===== src/rtl/ff_bank_arbiter.sv =====
// Round-robin arbiter that shares one flip-flop register bank between NREQ requesters and sequences its strobes.
// Latency: strobe SETUP_CYC edges after grant, Ack PULSE_CYC edges later, idle one edge after Ack.
// Backpressure: requesters hold Req until Ack; Req is sampled only in IDLE, so later requests wait for the next grant.
module ff_bank_arbiter #(
  parameter int NREQ      = 4,
  parameter int WIDTH     = 4,
  parameter int SETUP_CYC = 2,
  parameter int PULSE_CYC = 1
) (
  input  logic                    Clk,
  input  logic                    Reset,
  input  logic [NREQ-1:0]         Req,
  input  logic [2*NREQ-1:0]       Op,
  input  logic [NREQ*WIDTH-1:0]   Wdata,
  output logic [NREQ-1:0]         Ack,
  output logic                    Busy,
  output logic [$clog2(NREQ)-1:0] Grant_id,
  output logic [WIDTH-1:0]        Bank_D,
  output logic                    Bank_Clk,
  output logic                    Bank_Set,
  output logic                    Bank_Reset,
  output logic [WIDTH-1:0]        Q_shadow
);

  localparam int GW   = $clog2(NREQ);
  localparam int CMAX = (SETUP_CYC > PULSE_CYC) ? SETUP_CYC : PULSE_CYC;
  localparam int CW   = $clog2(CMAX + 1);

  localparam logic [1:0] OP_LOAD = 2'b00;
  localparam logic [1:0] OP_SET  = 2'b01;
  localparam logic [1:0] OP_CLR  = 2'b10;
  localparam logic [1:0] OP_TOG  = 2'b11;

  typedef enum logic [1:0] {
    S_IDLE    = 2'd0,
    S_SETUP   = 2'd1,
    S_STROBE  = 2'd2,
    S_RELEASE = 2'd3
  } state_t;

  state_t            state_q, state_d;
  logic [CW-1:0]     cnt_q, cnt_d;
  logic [GW-1:0]     ptr_q, ptr_d;
  logic [GW-1:0]     gid_q, gid_d;
  logic [1:0]        op_q, op_d;
  logic [NREQ-1:0]   ack_q, ack_d;
  logic              busy_q, busy_d;
  logic [WIDTH-1:0]  bank_d_q, bank_d_d;
  logic              bank_clk_q, bank_clk_d;
  logic              bank_set_q, bank_set_d;
  logic              bank_rst_q, bank_rst_d;
  logic [WIDTH-1:0]  shadow_q, shadow_d;

  logic              pick_vld;
  logic [GW-1:0]     pick_id;
  logic [GW-1:0]     cand;
  logic [1:0]        pick_op;
  logic [WIDTH-1:0]  pick_wdata;
  logic [WIDTH-1:0]  next_val;

  // Rotating priority search: first requester at or after the pointer, with wrap.
  always_comb begin
    pick_vld = 1'b0;
    pick_id  = '0;
    cand     = '0;
    for (int k = 0; k < NREQ; k++) begin
      cand = GW'((int'(ptr_q) + k) % NREQ);
      if (!pick_vld && Req[cand]) begin
        pick_vld = 1'b1;
        pick_id  = cand;
      end
    end
  end

  // Mux the winner's command and data, and compute the value the bank will hold afterwards.
  always_comb begin
    pick_op    = OP_LOAD;
    pick_wdata = '0;
    for (int k = 0; k < NREQ; k++) begin
      if (GW'(k) == pick_id) begin
        pick_op    = Op[2*k +: 2];
        pick_wdata = Wdata[k*WIDTH +: WIDTH];
      end
    end
    case (pick_op)
      OP_LOAD: next_val = pick_wdata;
      OP_SET:  next_val = '1;
      OP_CLR:  next_val = '0;
      OP_TOG:  next_val = ~shadow_q;
      default: next_val = pick_wdata;
    endcase
  end

  // Sequencer next state: grant, setup hold, strobe pulse, release with Ack.
  always_comb begin
    state_d    = state_q;
    cnt_d      = cnt_q;
    ptr_d      = ptr_q;
    gid_d      = gid_q;
    op_d       = op_q;
    ack_d      = '0;
    busy_d     = busy_q;
    bank_d_d   = bank_d_q;
    bank_clk_d = bank_clk_q;
    bank_set_d = bank_set_q;
    bank_rst_d = bank_rst_q;
    shadow_d   = shadow_q;
    case (state_q)
      S_IDLE: begin
        bank_clk_d = 1'b0;
        bank_set_d = 1'b0;
        bank_rst_d = 1'b0;
        if (pick_vld) begin
          state_d  = S_SETUP;
          gid_d    = pick_id;
          op_d     = pick_op;
          busy_d   = 1'b1;
          bank_d_d = next_val;
          // The grant edge itself counts as the first setup cycle.
          cnt_d    = CW'(1);
        end
      end
      S_SETUP: begin
        if (cnt_q >= CW'(SETUP_CYC)) begin
          state_d    = S_STROBE;
          cnt_d      = CW'(1);
          bank_clk_d = 1'b1;
          shadow_d   = bank_d_q;
          bank_set_d = (op_q == OP_SET);
          bank_rst_d = (op_q == OP_CLR);
        end else begin
          cnt_d = cnt_q + 1'b1;
        end
      end
      S_STROBE: begin
        if (cnt_q >= CW'(PULSE_CYC)) begin
          state_d       = S_RELEASE;
          bank_clk_d    = 1'b0;
          bank_set_d    = 1'b0;
          bank_rst_d    = 1'b0;
          ack_d[gid_q]  = 1'b1;
          ptr_d         = (gid_q == GW'(NREQ - 1)) ? '0 : gid_q + 1'b1;
        end else begin
          cnt_d = cnt_q + 1'b1;
        end
      end
      S_RELEASE: begin
        // Bank_D stays put this cycle to give the bank its hold time.
        state_d = S_IDLE;
        busy_d  = 1'b0;
      end
      default: begin
        state_d = S_IDLE;
      end
    endcase
  end

  // State and registered outputs; reset aborts any operation and clears the bank.
  always_ff @(posedge Clk) begin
    if (Reset) begin
      state_q    <= S_IDLE;
      cnt_q      <= '0;
      ptr_q      <= '0;
      gid_q      <= '0;
      op_q       <= OP_LOAD;
      ack_q      <= '0;
      busy_q     <= 1'b0;
      bank_d_q   <= '0;
      bank_clk_q <= 1'b0;
      bank_set_q <= 1'b0;
      bank_rst_q <= 1'b1;
      shadow_q   <= '0;
    end else begin
      state_q    <= state_d;
      cnt_q      <= cnt_d;
      ptr_q      <= ptr_d;
      gid_q      <= gid_d;
      op_q       <= op_d;
      ack_q      <= ack_d;
      busy_q     <= busy_d;
      bank_d_q   <= bank_d_d;
      bank_clk_q <= bank_clk_d;
      bank_set_q <= bank_set_d;
      bank_rst_q <= bank_rst_d;
      shadow_q   <= shadow_d;
    end
  end

  assign Ack        = ack_q;
  assign Busy       = busy_q;
  assign Grant_id   = gid_q;
  assign Bank_D     = bank_d_q;
  assign Bank_Clk   = bank_clk_q;
  assign Bank_Set   = bank_set_q;
  assign Bank_Reset = bank_rst_q;
  assign Q_shadow   = shadow_q;

endmodule


===== config.mk =====
export PLATFORM = sky130hd
export DESIGN_NAME = ff_bank_arbiter
export DESIGN_NICKNAME = d
export VERILOG_FILES = /design/src/rtl/ff_bank_arbiter.sv
export SDC_FILE = /design/constraint.sdc
export NUM_CORES = 1
export LEC_CHECK = 0
export CAP_MARGIN = 5
export CORE_ASPECT_RATIO = 0.5
export CORE_MARGIN = 2
export CORE_UTILIZATION = 40
export DETAILED_ROUTE_END_ITERATION = 16
export GPL_TIMING_DRIVEN = 0
export PLACE_DENSITY_LB_ADDON = 0.15
export SLEW_MARGIN = 20
export SYNTH_ARGS = -nofsm -noshare
export SYNTH_HDL_FRONTEND = slang
export SYNTH_SLANG_ARGS = --single-unit

===== constraint.sdc =====
create_clock -name Clk -period 2.1 [get_ports Clk]
set_clock_uncertainty 0.1 [all_clocks]
set_input_delay 0.21 -clock Clk [delete_from_list [all_inputs] [get_ports Clk]]
set_output_delay 0.21 -clock Clk [all_outputs]
set_load 0.005 [all_outputs]

==> key figures <==
Run status
  – Outcome: complete, no violations

Place
  – Place WS: -0.4544 ns
  – Port bufs: 46
  – Post-DP Area: roughly 2100 um^2
  – GP Congestion: 0.7574
  – Post-DP HPWL: 2638 um

Setup path
  – Worst R2R Path Depth: 9
  – Crit-path max FO: 10
  – Worst setup EP type: register
  – Worst reg-to-reg setup slack: 0.07 ns
  – Worst R2R Start: ptr_q[1]
  – Critical R2R Capture: Bank_D[3]
  – Worst Setup Path Type: register to register
  – Critical path startpoint category: register
  – CP endpoint: Bank_D[3]
  – Launch point of the critical path: ptr_q[1]
  – CP Data Arrival Time: 2.12 ns
  – Critical Path RT: 2.18 ns

Timing
  – Slew HR: 64.15%
  – Final setup violation count: 0
  – Hold Fails Final Rpt: 0
  – Slew Limit Fails: 0
  – Setup ws final: roughly 0.065 ns
  – Fin crit period: 2.035 ns
  – Tcrit/Tclk final: between 90% and 100%
  – RSZ-0062 raised after global routing: true
  – Post-Route Setup TNS: 0 ns
  – Fmax: a little under 500 MHz
  – Worst Tran Pin Value: 0.5377 ns

Synthesis
  – Ranking of synthesized cells by area: dfxtp_1 34%, mux2i_1 16%, ha_1 11%, nor2_1 6.5%, o41ai_2 4.2%
  – Syn nets: 207
  – Sequential area share after synthesis: between 30 and 40%
  – Syn_area_per_cell: 9.445 um^2
  – Post-synth top area cell: dfxtp_1
  – Most frequently used flop master after synthesis: dfxtp_1
  – Count of warnings emitted by yosys: 0
  – Asr flop ratio synth: 0%
  – EDFF count, synth: 0
  – Synth Register Bits: 26
  – Top-count cell post-synth: nor2_1
  – Post-Syn Area: 1549 um^2
  – Share of the synthesized area in the top cell type: 33.60%
  – Post-synthesis cell count: 164
  – Top post-synthesis cells by count: 27 x nor2_1, 26 x dfxtp_1, 25 x mux2i_1
  – Yosys cell types: 38

Layout
  – Diode count: 0
  – # fillers: about 300
  – Final Core Density: 62.95%
  – Share of layout cells above drive strength 1: roughly an eighth
  – Multi-input gate area: 983.4 um^2
  – Synth-to-layout area growth: 44.91%
  – Layout Nets: 263
  – Design area: between 2000 and 2500 um^2
  – FF+latch area: 523.0 um^2

Power and ir drop
  – Worst VDD drop: 0.4428 mV
  – P_leak: a little over 0.9 nW
  – PD cells: 918.8 nW/um^2

Global route
  – Total gr overflow: 0
  – Initial antenna violation count: 0
  – Pin count of the biggest net entering global routing: 16
  – Global-route wire length before repair: 5478 um
  – Gr usage total: between 10% and 20%
  – Vias in the first global route: 1,202

Floorplan
  – Core Rows: 15
  – Die extent in x: 92.01 um
  – Die height: about 48 um
  – Placeable Area: between 3000 and 4000 um^2
  – Starting density of the core: 43.44%
  – Die area: between 4000 and 5000 um^2
  – I/O pin cnt: 48

Routing
  – Post-route DRC: 0
  – Mean routed wirelength per cell: roughly 13 um
  – Initial DRC count: 33
  – Vias/cell: roughly 5
  – Routed WL: 3470 um
  – Vias: approximately 1,300
  – Detail Route Antenna Nets: 0
  – First drt pass iteration count: 4

Clocking
  – Sink Count: 26
  – Clock root buffer: clkbuf_8
  – CTS tree: built
  – CTS max path bufs: 2
  – CTS H-Tree Depth: 1
  – Cts hold-fix bufs: 0
  – Reg clk slew, reported paths: 0.09 ns
  – Worst-Skew Late Latency: between 0.2 and 0.3 ns
  – Total CTS buffers: 3

Flow run
  – Max Cap Viol: 0

Min path
  – Hold Path Class: primary input to register
[layout make-up]
class | count | area share [%]
inverters | 13 | 2.174
clock buffers | 3 | 1.839
clock inverters | 1 | 1.338
repair buffers | 50 | 22.58
well taps | 51 | 2.843
multi-input cells | 120 | 43.81
plain buffers | 6 | 2.118
flip-flops and latches | 26 | 23.30
[what timing repair did]
action	in CTS	in global routing
pin swaps	0	1
resized for setup	4	8
hold endpoints to repair	0	0
endpoints found under the setup margin	9	9
cloned	1	0
setup buffers	2	2
[stage by stage]
stage	total power, mW	instances	hold slack, ns
floorplan	1.289	164	0.3625
global placement	1.576	261	0.3633
detailed placement	1.601	261	0.3653
finish	2.062	270	0.2846
CTS	2.036	268	0.2911
global route	2.206	270	0.3114
[sequential cells by signal (all words and copies together), names as in the netlist, 2 cells and up]
name / count
Grant_id: 2
Q_shadow: 4
state_q: 2
ptr_q: 2
Ack: 4
Bank_D: 4
op_q: 2
cnt_q: 2
[report_power, final]
| group | total (mW) | switching, mW | internal, mW |
|---|---|---|---|
| combinational | 0.963 | 0.471 | 0.492 |
| sequential | 0.684 | 0.0839 | 0.600 |
| clock | 0.415 | 0.160 | 0.255 |
[critical path, cell delays in order, from the launching register on]
cell	delay [ns]
dfxtp_2	0.37
a21o_1	0.16
a21oi_1	0.14
o22a_1	0.18
buf_6	0.13
buf_12	0.14
mux2i_1	0.19
mux2_4	0.21
a21oi_1	0.05
o41ai_2	0.27
[worst min-delay path by stage]
stage          startpoint         end  slack, ns  cells past startpoint
6_report            Reset  Bank_Reset       0.28                      2
2_1_floorplan    Bank_Set    Bank_Set       0.36                      2
4_1_cts             Reset  Bank_Reset       0.29                      2
3_3_place_gp     Bank_Set    Bank_Set       0.36                      2
3_5_place_dp     Bank_Set    Bank_Set       0.37                      2
5_1_grt             Reset  Bank_Reset       0.31                      2
[per-layer routing]
layer | wire length (um) | vias to the layer above | GRT usage [%]
met4 | 23 | 0 | 3.881
met3 | 216 | 4 | 4.567
met1 | 1710 | 614 | 20.89
met2 | 1520 | 44 | 27.65
met5 | 0 | - | 0
li1 | - | 685 | -
[cell families (layout without fill, tap and decap cells)]
kind of cell               count (synthesis)  in the layout  share of synthesized area [%]
and+or+nand+nor                           49             49                          15.51
AOI/OAI and AO/OA                         30             30                          15.59
muxes                                     27             28                          18.58
DFF                                       26             26                          33.60
buffers and inverters                     19             73                          6.220
adders and majority gates                 13             13                          10.50
[cell usage in the layout (no fill, tap or decap), types with 3 or more instances in the layout]
| cell | n |
|---|---|
| nand3b_1 | 4 |
| clkdlybuf4s50_1 | 43 |
| nor2_1 | 27 |
| a21oi_1 | 10 |
| nand2_1 | 4 |
| inv_1 | 13 |
| and2_1 | 4 |
| clkbuf_8 | 3 |
| dfxtp_1 | 24 |
| ha_1 | 13 |
| nand2b_1 | 4 |
| o41ai_2 | 4 |
| mux2i_1 | 23 |
Power figures use the tool's default switching activity.
